`src/rtl/ddu_write_unit.sv`:
```
// ddu_write_unit: debug write-entry unit. Buttons enter a 32-bit hex word
// digit by digit and commit it to CPU memory over a req/ack write port.
//
// Ports:
//   clk, rst_n        clock, async active-low reset
//   btn_digit         raw button, shift sw_hex into the entry
//   btn_commit        raw button, write the entry to sw_addr
//   btn_clear         raw button, clear entry and err
//   sw_hex[3:0]       digit to enter
//   sw_addr[ADDR_W]   target word address
//   wr_req/addr/data  write request, address, data
//   wr_ack            CPU accepted the write
//   entry_data[31:0]  current entry (display echo)
//   digit_cnt[3:0]    digits entered, saturates at 8
//   busy              write in flight (REQ or DONE)
//   err               sticky ack-timeout flag

// ddu_btn_cond: per-button conditioning.
// 2-flop sync, stable-count debounce, one-clk pulse on debounced rise.
module ddu_btn_cond #(
  parameter int unsigned DEBOUNCE_CYCLES = 250000
) (
  input  logic clk,
  input  logic rst_n,
  input  logic btn_raw,
  output logic press
);

  localparam int unsigned CW = $clog2(DEBOUNCE_CYCLES + 1);
  localparam logic [CW-1:0] CNT_LAST = CW'(DEBOUNCE_CYCLES - 1);

  logic [1:0]    sync_q, sync_d;
  logic [CW-1:0] cnt_q, cnt_d;
  logic          level_q, level_d;
  logic          press_q, press_d;

  always_comb begin
    sync_d  = {sync_q[0], btn_raw};
    level_d = level_q;
    cnt_d   = '0;
    press_d = 1'b0;
    if (sync_q[1] != level_q) begin
      if (cnt_q == CNT_LAST) begin
        level_d = sync_q[1];
        // only the debounced rising edge is a press
        press_d = sync_q[1];
      end else begin
        cnt_d = cnt_q + 1'b1;
      end
    end
  end

  always_ff @(posedge clk or negedge rst_n) begin
    if (!rst_n) begin
      sync_q  <= '0;
      cnt_q   <= '0;
      level_q <= 1'b0;
      press_q <= 1'b0;
    end else begin
      sync_q  <= sync_d;
      cnt_q   <= cnt_d;
      level_q <= level_d;
      press_q <= press_d;
    end
  end

  assign press = press_q;

endmodule

module ddu_write_unit #(
  parameter int unsigned DEBOUNCE_CYCLES = 250000,
  parameter int unsigned ACK_TIMEOUT     = 1024,
  parameter int unsigned ADDR_W          = 8
) (
  input  logic              clk,
  input  logic              rst_n,
  input  logic              btn_digit,
  input  logic              btn_commit,
  input  logic              btn_clear,
  input  logic [3:0]        sw_hex,
  input  logic [ADDR_W-1:0] sw_addr,
  output logic              wr_req,
  output logic [ADDR_W-1:0] wr_addr,
  output logic [31:0]       wr_data,
  input  logic              wr_ack,
  output logic [31:0]       entry_data,
  output logic [3:0]        digit_cnt,
  output logic              busy,
  output logic              err
);

  localparam logic [1:0] S_IDLE = 2'd0;
  localparam logic [1:0] S_REQ  = 2'd1;
  localparam logic [1:0] S_DONE = 2'd2;

  localparam int unsigned TW = $clog2(ACK_TIMEOUT + 1);
  localparam logic [TW-1:0] TMO_LAST = TW'(ACK_TIMEOUT - 1);

  logic p_digit, p_commit, p_clear;
  logic sel_clear, sel_commit, sel_digit;

  logic [1:0]        state_q, state_d;
  logic              wr_req_q, wr_req_d;
  logic [ADDR_W-1:0] wr_addr_q, wr_addr_d;
  logic [31:0]       wr_data_q, wr_data_d;
  logic [31:0]       entry_q, entry_d;
  logic [3:0]        dcnt_q, dcnt_d;
  logic              err_q, err_d;
  logic [TW-1:0]     tmo_q, tmo_d;

  ddu_btn_cond #(.DEBOUNCE_CYCLES(DEBOUNCE_CYCLES)) u_digit (
    .clk     (clk),
    .rst_n   (rst_n),
    .btn_raw (btn_digit),
    .press   (p_digit)
  );

  ddu_btn_cond #(.DEBOUNCE_CYCLES(DEBOUNCE_CYCLES)) u_commit (
    .clk     (clk),
    .rst_n   (rst_n),
    .btn_raw (btn_commit),
    .press   (p_commit)
  );

  ddu_btn_cond #(.DEBOUNCE_CYCLES(DEBOUNCE_CYCLES)) u_clear (
    .clk     (clk),
    .rst_n   (rst_n),
    .btn_raw (btn_clear),
    .press   (p_clear)
  );

  // clear > commit > digit; losers in the same cycle are dropped
  assign sel_clear  = p_clear;
  assign sel_commit = p_commit & ~p_clear;
  assign sel_digit  = p_digit & ~p_commit & ~p_clear;

  always_comb begin
    state_d   = state_q;
    wr_req_d  = wr_req_q;
    wr_addr_d = wr_addr_q;
    wr_data_d = wr_data_q;
    entry_d   = entry_q;
    dcnt_d    = dcnt_q;
    err_d     = err_q;
    tmo_d     = tmo_q;
    unique case (state_q)
      S_IDLE: begin
        unique case (1'b1)
          sel_clear: begin
            entry_d = '0;
            dcnt_d  = '0;
            err_d   = 1'b0;
          end
          sel_commit: begin
            if (dcnt_q != 4'd0) begin
              wr_addr_d = sw_addr;
              wr_data_d = entry_q;
              wr_req_d  = 1'b1;
              tmo_d     = '0;
              state_d   = S_REQ;
            end
          end
          sel_digit: begin
            entry_d = {entry_q[27:0], sw_hex};
            dcnt_d  = (dcnt_q == 4'd8) ? 4'd8 : dcnt_q + 4'd1;
          end
          default: ;
        endcase
      end
      S_REQ: begin
        if (wr_ack) begin
          wr_req_d = 1'b0;
          entry_d  = '0;
          dcnt_d   = '0;
          state_d  = S_DONE;
        end else if (tmo_q == TMO_LAST) begin
          // entry kept so the operator can retry
          wr_req_d = 1'b0;
          err_d    = 1'b1;
          state_d  = S_DONE;
        end else begin
          tmo_d = tmo_q + 1'b1;
        end
      end
      S_DONE: begin
        state_d = S_IDLE;
      end
      default: begin
        state_d  = S_IDLE;
        wr_req_d = 1'b0;
      end
    endcase
  end

  always_ff @(posedge clk or negedge rst_n) begin
    if (!rst_n) begin
      state_q   <= S_IDLE;
      wr_req_q  <= 1'b0;
      wr_addr_q <= '0;
      wr_data_q <= '0;
      entry_q   <= '0;
      dcnt_q    <= '0;
      err_q     <= 1'b0;
      tmo_q     <= '0;
    end else begin
      state_q   <= state_d;
      wr_req_q  <= wr_req_d;
      wr_addr_q <= wr_addr_d;
      wr_data_q <= wr_data_d;
      entry_q   <= entry_d;
      dcnt_q    <= dcnt_d;
      err_q     <= err_d;
      tmo_q     <= tmo_d;
    end
  end

  assign wr_req     = wr_req_q;
  assign wr_addr    = wr_addr_q;
  assign wr_data    = wr_data_q;
  assign entry_data = entry_q;
  assign digit_cnt  = dcnt_q;
  assign busy       = (state_q != S_IDLE);
  assign err        = err_q;

endmodule

```
`config.mk`:
```
export PLATFORM = sky130hd
export DESIGN_NAME = ddu_write_unit
export DESIGN_NICKNAME = d
export VERILOG_FILES = /design/src/rtl/ddu_write_unit.sv
export SDC_FILE = /design/constraint.sdc
export NUM_CORES = 1
export LEC_CHECK = 0
export CAP_MARGIN = 20
export CORE_MARGIN = 10
export CORE_UTILIZATION = 40
export DETAILED_ROUTE_END_ITERATION = 12
export HOLD_SLACK_MARGIN = 0.15
export PLACE_DENSITY_LB_ADDON = 0.1
export SYNTH_ARGS = -nofsm -noshare
export SYNTH_HDL_FRONTEND = slang
export SYNTH_SLANG_ARGS = --single-unit
export TNS_END_PERCENT = 50
```
`constraint.sdc`:
```
create_clock -name clk -period 3.94 [get_ports clk]
set_input_delay 0.788 -clock clk [delete_from_list [all_inputs] [get_ports clk]]
set_output_delay 0.788 -clock clk [all_outputs]
set_load 0.005 [all_outputs]
```
==> run_summary.xml <==
<?xml version="1.0" encoding="UTF-8"?>
<metrics>
  <group name="drt">
    <metric name="drt-wirelength-per-cell" unit="um">15.34</metric>
    <metric name="dr_total_vias" unit="">4961</metric>
    <metric name="drt_first_pass_iters" unit="">4</metric>
    <metric name="drt_drc_violations_left" unit="">0</metric>
    <metric name="route.antenna.remaining_nets" unit="">0</metric>
    <metric name="wl" unit="mm">15.00</metric>
    <metric name="drt_first_iter_violations" unit="">336</metric>
    <metric name="detail_route.vias_per_cell" unit="">5.073</metric>
  </group>
  <group name="yosys">
    <metric name="yosysMostFrequentCell" unit="">dfrtp_1</metric>
    <metric name="synth-edff-count" unit="">0</metric>
    <metric name="synth-main-ff-cell" unit="">dfrtp_1</metric>
    <metric name="synth_top_area_share" unit="%">58.51</metric>
    <metric name="ys_async_sr_fraction" unit="%">100.0</metric>
    <metric name="syn_area" unit="um2">6715</metric>
    <metric name="synth-seq-area-share" unit="%">58.51</metric>
    <metric name="instance_count_of_the_mapped_netlist" unit="">643</metric>
    <metric name="post_synthesis_mean_instance_area" unit="um2">10.44</metric>
    <metric name="synth.ff_latch_count" unit="">157</metric>
    <metric name="warnings_from_yosys" unit="">0</metric>
    <metric name="synth_fp_nets" unit="">667</metric>
    <metric name="yosys.cell_types.count" unit="">48</metric>
    <metric name="synthTopCellsByArea" unit="">dfrtp_1 (59%), nand2_1 (8.4%), a22o_1 (4.6%)</metric>
    <metric name="synth.largest_area_cell" unit="">dfrtp_1</metric>
    <metric name="synth_top_cells_by_count" unit="">dfrtp_1 (157), nand2_1 (151), nor2_1 (60)</metric>
  </group>
  <group name="setup_path">
    <metric name="critical_path.top_delay_family" unit="">buffers and inverters</metric>
    <metric name="worstSetupStartpointType" unit="">flip-flop</metric>
    <metric name="worstPathRequired" unit="ns">3.15</metric>
    <metric name="timing.critical_path.arrival" unit="ns">1.74</metric>
    <metric name="crit_path_end_kind" unit="">output port</metric>
    <metric name="timing_worst_setup_path_type" unit="">flip-flop to output port</metric>
    <metric name="critical_path_peak_fanout" unit="">7</metric>
    <metric name="timing.critical_path.slowest_cell_delay" unit="ns">0.51</metric>
    <metric name="critPathSlowestCell" unit="">clkdlybuf4s50_1</metric>
    <metric name="cp.buffers_inverters" unit="">2</metric>
    <metric name="cp_cell_sequence" unit="">nor2_1 -&gt; inv_1 -&gt; clkdlybuf4s50_1</metric>
  </group>
  <group name="power_and_ir_drop">
    <metric name="peakVddDrop" unit="mV">0.2758</metric>
    <metric name="cellPowerDensity" unit="nW/um2">399.4</metric>
    <metric name="leakage" unit="uW">0.003811</metric>
  </group>
  <group name="floorplan">
    <metric name="floorplan.rows" unit="">47</metric>
    <metric name="start_util" unit="%">40.64</metric>
    <metric name="num_io_pins" unit="">97</metric>
    <metric name="die_y" unit="um">149.6</metric>
    <metric name="placeableCoreArea" unit="um2">16520</metric>
    <metric name="dieArea" unit="um2">22370</metric>
    <metric name="die_width" unit="um">149.6</metric>
  </group>
  <group name="grt">
    <metric name="grt_pass1_vias" unit="">4991</metric>
    <metric name="grt_max_degree" unit="">76</metric>
    <metric name="grt_antenna_before_repair" unit="">0</metric>
    <metric name="grt-ovfl-total" unit="">0</metric>
    <metric name="grtUsageTotal" unit="%">13.76</metric>
    <metric name="grt_first_pass_wirelength" unit="mm">25.41</metric>
  </group>
  <group name="finish">
    <metric name="num_antenna_cells" unit="">0</metric>
    <metric name="instances_no_fill" unit="">978</metric>
    <metric name="final_layout_size_suffix_gt1_share" unit="%">7.388</metric>
    <metric name="ff_latch_area" unit="um2">3929</metric>
    <metric name="fillers" unit="">1455</metric>
    <metric name="syn_to_final_growth" unit="%">27.46</metric>
    <metric name="multi_input_area" unit="um2">2656</metric>
    <metric name="finalNetCount" unit="">769</metric>
  </group>
  <group name="status">
    <metric name="outcome" unit="">completed</metric>
  </group>
  <group name="placement">
    <metric name="globalplace.congestion" unit="">0.8298</metric>
    <metric name="place_worst_setup_slack" unit="ns">1.426</metric>
    <metric name="hpwlAfterDp" unit="mm">10.38</metric>
    <metric name="placed_cells_incl_taps" unit="">945</metric>
    <metric name="placement.io_buffers" unit="">96</metric>
  </group>
  <group name="clocking">
    <metric name="worstSkewPairLatency" unit="ns">0.41</metric>
    <metric name="clk_pin_slew_worst_paths" unit="ns">0.07</metric>
    <metric name="hold_buffers" unit="">0</metric>
    <metric name="tritoncts_num_sinks" unit="">157</metric>
    <metric name="ctsLongestPathBuffers" unit="">2</metric>
    <metric name="tritoncts" unit="">done</metric>
    <metric name="postCtsSetupBuffers" unit="">0</metric>
    <metric name="ctsRootBufferMaster" unit="">clkbuf_16</metric>
    <metric name="ctsResizeCount" unit="">0</metric>
    <metric name="cts-buffers-inserted" unit="">17</metric>
    <metric name="htree_num_levels" unit="">4</metric>
  </group>
  <group name="sta">
    <metric name="final.setup.tns" unit="ns">0</metric>
    <metric name="post-route-period-util" unit="%">64.21</metric>
    <metric name="max_slew_margin" unit="%">37.69</metric>
    <metric name="max_clock_freq" unit="MHz">395.3</metric>
    <metric name="setup_violation_total_in_the_final_timing_report" unit="">0</metric>
    <metric name="setup_slack" unit="ns">1.410</metric>
    <metric name="setup_skew_after_layout" unit="ns">0.008049</metric>
    <metric name="final_max_slew_viol_count" unit="">0</metric>
    <metric name="grt_setup_unrepaired" unit="">no</metric>
    <metric name="final_period_minus_worst_setup_slack" unit="ns">2.530</metric>
    <metric name="timing.final.hold_violations" unit="">0</metric>
    <metric name="worst-slew-pin-transition" unit="ns">0.9315</metric>
  </group>
  <group name="hold_path">
    <metric name="timing.hold.worst.class" unit="">flip-flop to flip-flop</metric>
  </group>
  <group name="flow_run">
    <metric name="cap_violations" unit="">0</metric>
  </group>
</metrics>
## cell usage in the layout, fill, tap and decap left out, types with 15 or more instances in the layout
master	instances
a22o_1	35
clkbuf_16	17
clkdlybuf4s50_1	95
dfrtp_1	157
inv_1	15
nand2_1	151
nand3_1	27
nor2_1	59
nor4_1	20
xnor2_1	35
## area by class of cell
cell class | instances | area share, %
inverters | 15 | 0.6578
well taps | 220 | 3.216
multi-input cells | 451 | 31.03
flip-flops and latches | 157 | 45.90
clock inverters | 13 | 1.900
repair buffers | 103 | 12.00
clock buffers | 19 | 5.292
## sequential cells by signal, summed over array words and instances (netlist names)
name	flops
u_clear.cnt_q	18
entry_data	32
u_digit.press	1
state_q	2
u_commit.sync_q	2
u_clear.level_q	1
u_clear.press	1
err	1
u_digit.sync_q	2
wr_addr	8
u_clear.sync_q	2
wr_req	1
u_commit.press	1
digit_cnt	4
u_digit.cnt_q	18
wr_data	32
u_digit.level_q	1
tmo_q	11
u_commit.cnt_q	18
u_commit.level_q	1
## kinds of logic after synthesis
kind of cell	after synthesis	share of synthesized area, %
simple gates	323	22.66
compound gates	72	8.962
buf+inv	35	2.049
fa+ha+maj	6	1.118
flops	157	58.51
xor+xnor	46	6.000
mux	4	0.7079
## layer usage
metal / GRT usage [%] / routed length [um] / up-vias / share of wire [%]
met5: 0 / 0 / - / 0
met4: 4.024 / 148 / 0 / 0.99
met3: 4.197 / 970 / 15 / 6.5
met2: 21.01 / 6762 / 99 / 45
met1: 18.40 / 7122 / 2402 / 47
li1: - / - / 2445 / -
## metrics by stage
step           hold WS (ns)  util, %  cell area, um2  power (uW)
4_1_cts              0.3486    51.68            8539        3466
5_1_grt              0.3563    51.80            8559        3559
6_report             0.3479    51.80            8559        3419
3_3_place_gp         0.3322    47.95            7924        1768
2_1_floorplan        0.3312        -            6715        1700
3_5_place_dp         0.3347    47.95            7924        1770
## worst paths after layout
path                                             startpoint                           to  slack [ns]  depth (start not counted)
worst max-delay path                 state_q[0]$_DFFE_PN0P_                         busy        1.41                          3
worst min-delay path            u_clear.sync_q[0]$_DFF_PN0_  u_clear.sync_q[1]$_DFF_PN0_        0.35                          0
worst max register to register   u_clear.cnt_q[0]$_DFF_PN0_   u_clear.cnt_q[9]$_DFF_PN0_        1.78                          4
worst min register to register  u_clear.sync_q[0]$_DFF_PN0_  u_clear.sync_q[1]$_DFF_PN0_        0.35                          0
max in group asynchronous                             rst_n   u_digit.cnt_q[7]$_DFF_PN0_        2.66                          2
min in group asynchronous                             rst_n       wr_addr[3]$_DFFE_PN0P_        0.37                          1
## power by group
group	leakage [uW]	internal, uW	switching [uW]
sequential	0.00211	1630	15.0
combinational	0.00141	37.0	57.2
clock	0.000296	1030	649
total	0.00381	2700	722
Note: power is estimated with default switching activity, not from simulation.
